`src/rtl/count_mon_pkg.sv`:
```
// Shared types and defaults for the counter wrap monitor.
// Records, transition classes and default widths.
package count_mon_pkg;

  localparam int C_CW    = 3;
  localparam int C_TW    = 16;
  localparam int C_DEPTH = 4;

  typedef struct packed {
    logic            dir;
    logic            first;
    logic [C_TW-1:0] period;
  } wrap_rec_t;

  typedef enum logic [1:0] {
    HOLD,
    UP,
    DOWN,
    JUMP
  } trans_t;

endpackage

```
`src/rtl/wrap_rec_fifo.sv`:
```
// First-word-fall-through record FIFO for the wrap monitor.
// Push into a full FIFO succeeds only when a pop happens on the same edge.
import count_mon_pkg::*;

module wrap_rec_fifo #(
  parameter int DEPTH = C_DEPTH
) (
  input  logic                         clk,
  input  logic                         rst,
  input  logic                         push,
  input  wrap_rec_t                    din,
  input  logic                         pop,
  output wrap_rec_t                    dout,
  output logic                         full,
  output logic                         empty,
  output logic [$clog2(DEPTH+1)-1:0]   fill
);

  localparam int AW = $clog2(DEPTH);

  wrap_rec_t       r_mem [DEPTH];
  logic [AW:0]     r_wr;
  logic [AW:0]     r_rd;
  logic            w_do_push;
  logic            w_do_pop;

  assign empty = (r_wr == r_rd);
  assign full  = (r_wr[AW] != r_rd[AW]) &&
                 (r_wr[AW-1:0] == r_rd[AW-1:0]);
  assign fill  = r_wr - r_rd;

  assign w_do_pop  = pop & ~empty;
  assign w_do_push = push & (~full | w_do_pop);

  // Head slot is presented directly; zeros when nothing is queued.
  assign dout = empty ? '0 : r_mem[r_rd[AW-1:0]];

  // Storage array; contents are meaningless until written.
  always_ff @(posedge clk) begin
    if (w_do_push) begin
      r_mem[r_wr[AW-1:0]] <= din;
    end
  end

  // Read/write pointers with an extra lap bit for full/empty.
  always_ff @(posedge clk) begin
    if (rst) begin
      r_wr <= '0;
      r_rd <= '0;
    end else begin
      if (w_do_push) r_wr <= r_wr + 1'b1;
      if (w_do_pop)  r_rd <= r_rd + 1'b1;
    end
  end

endmodule

```
`src/rtl/count_wrap_monitor.sv`:
```
// Observes the counter stage, classifies each step and records wraps.
// Wrap period is measured in cycles and queued for the debug consumer.
import count_mon_pkg::*;

module count_wrap_monitor #(
  parameter int CW    = C_CW,
  parameter int TW    = C_TW,
  parameter int DEPTH = C_DEPTH
) (
  input  logic                         clk,
  input  logic                         rst,
  input  logic [CW-1:0]                cnt_in,
  input  logic                         clr,
  output logic                         rec_valid,
  input  logic                         rec_ready,
  output logic                         rec_dir,
  output logic                         rec_first,
  output logic [TW-1:0]                rec_period,
  output logic [$clog2(DEPTH+1)-1:0]   fill,
  output logic                         ovf,
  output logic                         jump_err
);

  localparam logic [CW-1:0] C_ONE  = 1;
  localparam logic [CW-1:0] C_MAX  = '1;
  localparam logic [TW-1:0] T_ONE  = 1;
  localparam logic [TW-1:0] T_MAX  = '1;

  logic [CW-1:0] r_smp;
  logic          r_smp_vld;
  logic [CW-1:0] r_prev;
  logic          r_prev_vld;
  logic [TW-1:0] r_timer;
  logic          r_first_pend;
  logic          r_ovf;
  logic          r_jump_err;

  trans_t        w_cls;
  logic          w_wrap_up;
  logic          w_wrap_dn;
  logic          w_wrap;
  logic          w_jump;
  logic [TW-1:0] w_period;
  wrap_rec_t     w_push_rec;
  wrap_rec_t     w_head;
  logic          w_full;
  logic          w_empty;
  logic          w_pop;
  logic          w_ovf_set;

  // Two-deep sample pipe: classification compares the last two samples.
  always_ff @(posedge clk) begin
    if (rst) begin
      r_smp      <= '0;
      r_smp_vld  <= 1'b0;
      r_prev     <= '0;
      r_prev_vld <= 1'b0;
    end else begin
      r_smp      <= cnt_in;
      r_smp_vld  <= 1'b1;
      r_prev     <= r_smp;
      r_prev_vld <= r_smp_vld;
    end
  end

  // Classify the step; up wins when CW=1 makes up and down identical.
  always_comb begin
    w_cls = HOLD;
    if (r_prev_vld) begin
      priority case (1'b1)
        (r_smp == r_prev):         w_cls = HOLD;
        (r_smp == r_prev + C_ONE): w_cls = UP;
        (r_smp == r_prev - C_ONE): w_cls = DOWN;
        default:                   w_cls = JUMP;
      endcase
    end
  end

  assign w_wrap_up = (w_cls == UP) && (r_prev == C_MAX);
  assign w_wrap_dn = (w_cls == DOWN) && (r_prev == '0);
  assign w_wrap    = w_wrap_up | w_wrap_dn;
  assign w_jump    = (w_cls == JUMP);

  assign w_period = (r_timer == T_MAX) ? T_MAX : r_timer + T_ONE;

  assign w_push_rec.dir    = w_wrap_up;
  assign w_push_rec.first  = r_first_pend;
  assign w_push_rec.period = w_period;

  // Saturating cycle timer, restarted by a wrap or a jump.
  always_ff @(posedge clk) begin
    if (rst) begin
      r_timer <= '0;
    end else if (w_wrap || w_jump) begin
      r_timer <= '0;
    end else if (r_timer != T_MAX) begin
      r_timer <= r_timer + T_ONE;
    end
  end

  // Period is unreliable until a wrap follows reset or a jump.
  always_ff @(posedge clk) begin
    if (rst) begin
      r_first_pend <= 1'b1;
    end else if (w_jump) begin
      r_first_pend <= 1'b1;
    end else if (w_wrap) begin
      r_first_pend <= 1'b0;
    end
  end

  assign w_pop     = rec_valid & rec_ready;
  assign w_ovf_set = w_wrap & w_full & ~w_pop;

  // Sticky error flags; a new event beats a simultaneous clear.
  always_ff @(posedge clk) begin
    if (rst) begin
      r_ovf      <= 1'b0;
      r_jump_err <= 1'b0;
    end else begin
      r_ovf      <= w_ovf_set | (r_ovf & ~clr);
      r_jump_err <= w_jump | (r_jump_err & ~clr);
    end
  end

  wrap_rec_fifo #(
    .DEPTH (DEPTH)
  ) u_fifo (
    .clk   (clk),
    .rst   (rst),
    .push  (w_wrap),
    .din   (w_push_rec),
    .pop   (w_pop),
    .dout  (w_head),
    .full  (w_full),
    .empty (w_empty),
    .fill  (fill)
  );

  assign rec_valid  = ~w_empty;
  assign rec_dir    = w_head.dir;
  assign rec_first  = w_head.first;
  assign rec_period = w_head.period;
  assign ovf        = r_ovf;
  assign jump_err   = r_jump_err;

endmodule

```
`config.mk`:
```
export PLATFORM = sky130hd
export DESIGN_NAME = count_wrap_monitor
export DESIGN_NICKNAME = d
export VERILOG_FILES = /design/src/rtl/count_mon_pkg.sv /design/src/rtl/wrap_rec_fifo.sv /design/src/rtl/count_wrap_monitor.sv
export SDC_FILE = /design/constraint.sdc
export NUM_CORES = 1
export LEC_CHECK = 0
export CAP_MARGIN = 20
export CORE_ASPECT_RATIO = 1.25
export CORE_UTILIZATION = 60
export DETAILED_ROUTE_END_ITERATION = 8
export PLACE_DENSITY = 0.85
export REMOVE_ABC_BUFFERS = 1
export SYNTH_ARGS = -nofsm -noshare
export SYNTH_HDL_FRONTEND = slang
export SYNTH_SLANG_ARGS = --single-unit
```
`constraint.sdc`:
```
create_clock -name clk -period 5.6 [get_ports clk]
set_input_delay 1.12 -clock clk [delete_from_list [all_inputs] [get_ports clk]]
set_output_delay 1.12 -clock clk [all_outputs]
set_load 0.03 [all_outputs]
```
==> results of run 1 <==
[cells in the mapped netlist, drive strengths merged]
library cell  count  area (um^2)
mux4             18          405
inv               9         33.8
edfxtp           72         2160
buf               4         27.5
dfxtp            35          701
a31oi             4         25.0
a211oi            1         20.0
nand2            18         67.6
and4              2         17.5
and3              4         25.0
nand2b            5         31.3
a21o              1         7.51
o311ai            1         8.76
fa                1         20.0
nor3b             1         12.5
xor2              8         70.1
ha               12          150
mux2              4         48.8
mux2i             3         30.0
o21ai             1         5.00
a311o             1         10.0
xnor2             8         70.1
clkinv            1         3.75
a311oi            1         15.0
nor2             13         48.8
nor3              5         25.0
and2             33          206
clkbuf           10         37.5
or4b              1         13.8
nand4             4         25.0
a21oi            12         75.1
a41oi             1         8.76
or3               1         6.26
nand3            16         80.1
nor2b             8         50.1
o21a              2         15.0
[layer usage]
layer  wire [um]  global-route usage (%)
met5           0                       0
met4          95                    7.69
met3         238                    4.13
met2        3630                    34.3
met1        3080                    25.1
[flip-flops by register name (all words and copies together), names as in the netlist, named ones only]
name and flops:
r_smp 3, r_prev_vld 1, u_fifo.r_rd 3, r_first_pend 1
r_smp_vld 1, r_timer 16, u_fifo.r_mem 72, r_prev 3
ovf 1, u_fifo.r_wr 3, jump_err 1
[cell usage in the layout (no fill, tap or decap), types with 12 or more instances in the layout]
| cell type | Yosys | layout |
|---|---|---|
| edfxtp_1 | 72 | 72 |
| nand3_1 | 16 | 16 |
| clkdlybuf4s50_1 | 0 | 30 |
| ha_1 | 12 | 12 |
| mux4_2 | 18 | 18 |
| nor2_1 | 13 | 13 |
| dfxtp_1 | 35 | 35 |
| and2_1 | 33 | 33 |
| nand2_1 | 18 | 18 |
[kinds of logic after synthesis]
family | after synthesis
AO/OA/AOI/OAI | 25
XOR/XNOR | 16
adder cells (fa/ha/maj) | 13
buffers and inverters | 24
flip-flops | 107
multiplexers | 25
AND/OR/NAND/NOR | 111
[power groups by stage]
stage	clock, mW	sequential [mW]	combinational, mW
floorplan	0	0.867	0.0408
global placement	0	0.867	0.0625
detailed placement	0	0.867	0.0646
CTS	0.456	0.849	0.0647
global route	0.485	0.850	0.0700
finish	0.448	0.849	0.0638
[worst max-delay path, stage by stage, from the launching register on]
cell and delay [ns]:
dfxtp_1 0.41, inv_1 0.10, ha_1 0.32, nand3_1 0.51, and2_1 0.36, clkdlybuf4s50_1 0.61
[worst paths after layout]
check	from	to	depth (start not counted)
hold / removal	r_smp_vld$_DFF_P_	r_prev_vld$_SDFF_PP0_	1
setup / recovery	u_fifo.r_wr[0]$_SDFFE_PP0N_	rec_first	5
setup reg to reg	r_prev[0]$_SDFF_PP0_	u_fifo.r_mem[2][7]$_DFFE_PP_	6
hold reg to reg	r_smp_vld$_DFF_P_	r_prev_vld$_SDFF_PP0_	1
[metrics by stage]
step | cell area [um^2] | setup slack (ns) | hold slack, ns
after floorplan | 4490 | 2.70 | 0.414
after global placement | 4920 | 2.21 | 0.423
after detailed placement | 4920 | 2.16 | 0.428
after CTS | 5120 | 1.75 | 0.455
after global routing | 5130 | 1.60 | 0.466
final | 5130 | 1.79 | 0.450
[final cells by class]
| type | instances | area share (%) |
|---|---|---|
| Tap cell | 92 | 2.24 |
| Inverter | 10 | 0.732 |
| Clock buffer | 10 | 2.68 |
| Timing Repair Buffer | 32 | 6.29 |
| Sequential cell | 107 | 55.8 |
| Clock inverter | 6 | 1.19 |
| Multi-Input combinational cell | 190 | 31.1 |
==> results.cfg, run 1 <==
[run_status]
status = complete, no violations

[pwr]
p_int_mw = 1.05
p_clk_share_pct = 32.9
power_mw = 1.36
comb_power_share_pct = 4.7
power.net_switching_mw = 0.306
ir_drop_mv = 0.154
power_frac_seq_pct = 62.4
p_leak_nw = 1.79
power.density_mw_per_mm2 = 265
sw_frac_of_total_pct = 22.5

[place]
io_buffers = 30
dp_cells = 430
dp_hpwl_um = 4750
place.gp.congestion = 0.932

[global_routing]
antenna_found_initial = 0
grt_usage_pct = 20.1
grt_pass1_wl_um = 11800
grt_max_degree = 23
gr-total-overflow = 0
grt_pass1_vias = 2503

[floorplan]
die_h_um = 99.5
num_rows = 35
start_util_pct = 62.0
die-area_mm2 = 0.00795
ios = 31
die_w_um = 80.0
core_area_mm2 = 0.00736

[yosys]
yosysSeqAreaShare_pct = 62.8
syn_inst = 321
ys.warnings.count = 0
ys_ff_latch = 107
synthMuxAreaShare_pct = 10.6
synth_top_family_by_area = simple AND/OR/NAND/NOR gates
synth-simple-area-share_pct = 13.4
synth_cell_types = 43
synth_fa_ha_area_share_pct = 3.73
synth_area_mm2 = 0.00456
syn_avg_cell_area_um2 = 14.2
synth_compound_area_share_pct = 4.17
synthXorXnorAreaFrac_pct = 3.07

[clock_tree]
cts.sinks = 107
numCtsBuffers = 9
cts_tree = built
hold_buffers = 0
cts.clk_slew.worst_paths_ns = 0.10
clock_latency_ns = 0.37
cts_setup_buffers = 0
cts_root_buf = clkbuf_8
cts_resized = 0
cts_buffer_depth = 2
htree_num_levels = 3

[critical_path]
crit_fanout = 22
r2r_slack_ns = 2.64
worstSetupPathType = flop to output pin
endpoint_kind = output pin
cp_data_arrival_time_ns = 2.69
required_ns = 4.48
worst_setup_path_start_kind = flop

[cells_and_area]
utilization_pct = 69.7
multi_input_area_mm2 = 0.00159
diodes = 0
drive_gt1_share_pct = 12.4
final-instance-count-excl-fill = 447
syn2layout_area_growth_pct = 12.5
regArea_mm2 = 0.00286
nNetsFinal = 370
fill_cells = 492

[sta]
drv_slew = 0
rsz0062_at_grt = false
fin_setup_tns_ns = 0
finalHoldViolCount = 0
final-setup-viol-count = 0
finalClockSkew_ns = 0.0108
fin_crit_sh_pct = 68.0
fmaxAchievable_mhz = 263
worst_pin_slew_ns = 0.938
fin_crit_ns = 3.81
slew_headroom_pct = 37.4

[drt]
drtPass1Iterations = 4
drc = 0
routed_wl_um = 7040
ant_nets = 0
wl_per_cell_um = 15.7
via_count = 2525
via_per_inst = 5.65
drt_iter0_markers = 121

[min_path]
min_path_type = flop to flop

[flow_run]
max_cap_viol_count = 0
(Power assumes the default switching activity.)
==> run 2: changes to the inputs <==
Settings changed: CORE_UTILIZATION 60 to 53, PLACE_DENSITY 0.85 to 0.8.
Clock period 5.6 ns to 3.2 ns, I/O delays scaled along.
==> run 2 against run 1 <==
- critical path type unchanged
- the run now ends with design-rule violations left
- wire length rose by 4.8%
- global-route usage fell by 1.8 points
- utilization fell by 7.0 points
==> results.cfg, run 2 (synthesis gave the netlist of run 1 again) <==
[cells_and_area]
multi_input_area_mm2 = 0.00159
nNetsFinal = 376
syn2layout_area_growth_pct = 14.1
largest_reg_flops = 72
final-instance-count-excl-fill = 458
fill_cells = 607
drive_gt1_share_pct = 13.6
final_cell_mix = edfxtp_1, dfxtp_1, and2_1
diodes = 0
final_common_cell = edfxtp_1
regArea_mm2 = 0.00286

[critical_path]
worst_setup_path_start_kind = flop
crit_fanout = 22
cp_data_arrival_time_ns = 2.39
r2r_start = r_prev[0]$_SDFF_PP0_
required_ns = 2.56
crit_start = u_fifo.r_wr[0]$_SDFFE_PP0N_
worstSetupPathType = flop to output pin
endpoint_kind = output pin

[flow_run]
max_cap_viol_count = 0

[clock_tree]
cts_root_buf = clkbuf_8
cts_resized = 0
cts_setup_buffers = 0
clock_latency_ns = 0.37
numCtsBuffers = 9
cts_buffer_depth = 2
cts.clk_slew.worst_paths_ns = 0.09
cts.sinks = 107
cts_tree = built
htree_num_levels = 3
hold_buffers = 0

[global_routing]
gr-total-overflow = 0
grt_max_degree = 23
grt_usage_pct = 18.3
grt_pass1_wl_um = 12300
grt_pass1_vias = 2575
antenna_found_initial = 0

[sta]
fin_crit_sh_pct = 94.6
slew_headroom_pct = 58.4
rsz0062_at_grt = false
setup_ws_ns = 0.173
worst_pin_slew_ns = 0.623
fin_crit_ns = 3.03
fin_setup_tns_ns = 0
finalClockSkew_ns = 0.00967
finalHoldViolCount = 0
final-setup-viol-count = 0
drv_slew = 0
fmaxAchievable_mhz = 330

[drt]
drc = 2
via_per_inst = 5.57
ant_nets = 0
drtPass1Iterations = 6
via_count = 2551
wl_per_cell_um = 16.1
routed_wl_um = 7370
drt_iter0_markers = 125

[pwr]
p_int_mw = 1.99
p_leak_nw = 1.83
p_clk_share_pct = 35.8
power.net_switching_mw = 0.502
power_frac_seq_pct = 59.7
comb_power_share_pct = 4.5
power.density_mw_per_mm2 = 479
power_mw = 2.49
ir_drop_mv = 0.215
sw_frac_of_total_pct = 20.2

[floorplan]
ios = 31
num_rows = 37
start_util_pct = 55.0
die-area_mm2 = 0.00898
die_h_um = 106
die_w_um = 85.0
core_area_mm2 = 0.00829

[min_path]
min_from = r_smp_vld$_DFF_P_
min_path_type = flop to flop

[place]
dp_hpwl_um = 4960
dp_cells = 442
place.gp.congestion = 0.831
place_ws_ns = 0.578
io_buffers = 30

[run_status]
status = complete, but fails checks
violations = design-rule violations
[run 2: cell types whose count changed in the layout (fill, tap and decap cells not counted), sizes merged]
cell	change
buf	+6
bufinv	+2
clkinv	-1
inv	-1
[run 2: critical path: stages, from the launching register on]
cell and delay [ns]:
dfxtp_1 0.40, inv_1 0.10, ha_1 0.32, nand3_1 0.09, buf_4 0.25, and2_1 0.18, clkdlybuf4s50_1 0.67
[run 2: layout make-up]
| class | instances | share of cell area [%] |
|---|---|---|
| Multi-Input combinational cell | 190 | 30.6 |
| Timing Repair Buffer | 38 | 6.93 |
| Clock buffer | 10 | 2.65 |
| Tap cell | 97 | 2.33 |
| Inverter | 10 | 0.722 |
| Clock inverter | 6 | 1.71 |
| Sequential cell | 107 | 55.0 |
[run 2: path summary, 6_finish.rpt]
path	slack, ns	end	cells after the start
worst max register to register	0.59	u_fifo.r_mem[0][14]$_DFFE_PP_	7
worst max-delay path	0.17	rec_period[15]	6
worst min-delay path	0.45	r_prev_vld$_SDFF_PP0_	1
worst min register to register	0.45	r_prev_vld$_SDFF_PP0_	1
[run 2: metrics by stage]
step / util (%) / instance area [um^2] / hold WS (ns)
finish: 62.8 / 5200 / 0.453
global route: 62.8 / 5200 / 0.471
CTS: 62.8 / 5200 / 0.446
detailed placement: 60.0 / 4980 / 0.423
global placement: 60.0 / 4980 / 0.419
floorplan: - / 4490 / 0.414
[run 2: per-layer routing]
metal,vias to the layer above,global-route usage (%),part of all wire [%]
li1,1238,-,-
met1,1252,20.9,43
met2,52,31.7,52
met3,9,4.23,3.4
met4,0,9.69,2.0
met5,-,0,0
[run 2: power by group through the flow]
stage	Clock, mW	Combinational (mW)	Sequential (mW)
floorplan	0	0.0705	1.52
global placement	0	0.109	1.52
detailed placement	0	0.112	1.52
CTS	0.910	0.113	1.49
global route	0.962	0.123	1.49
finish	0.892	0.112	1.49
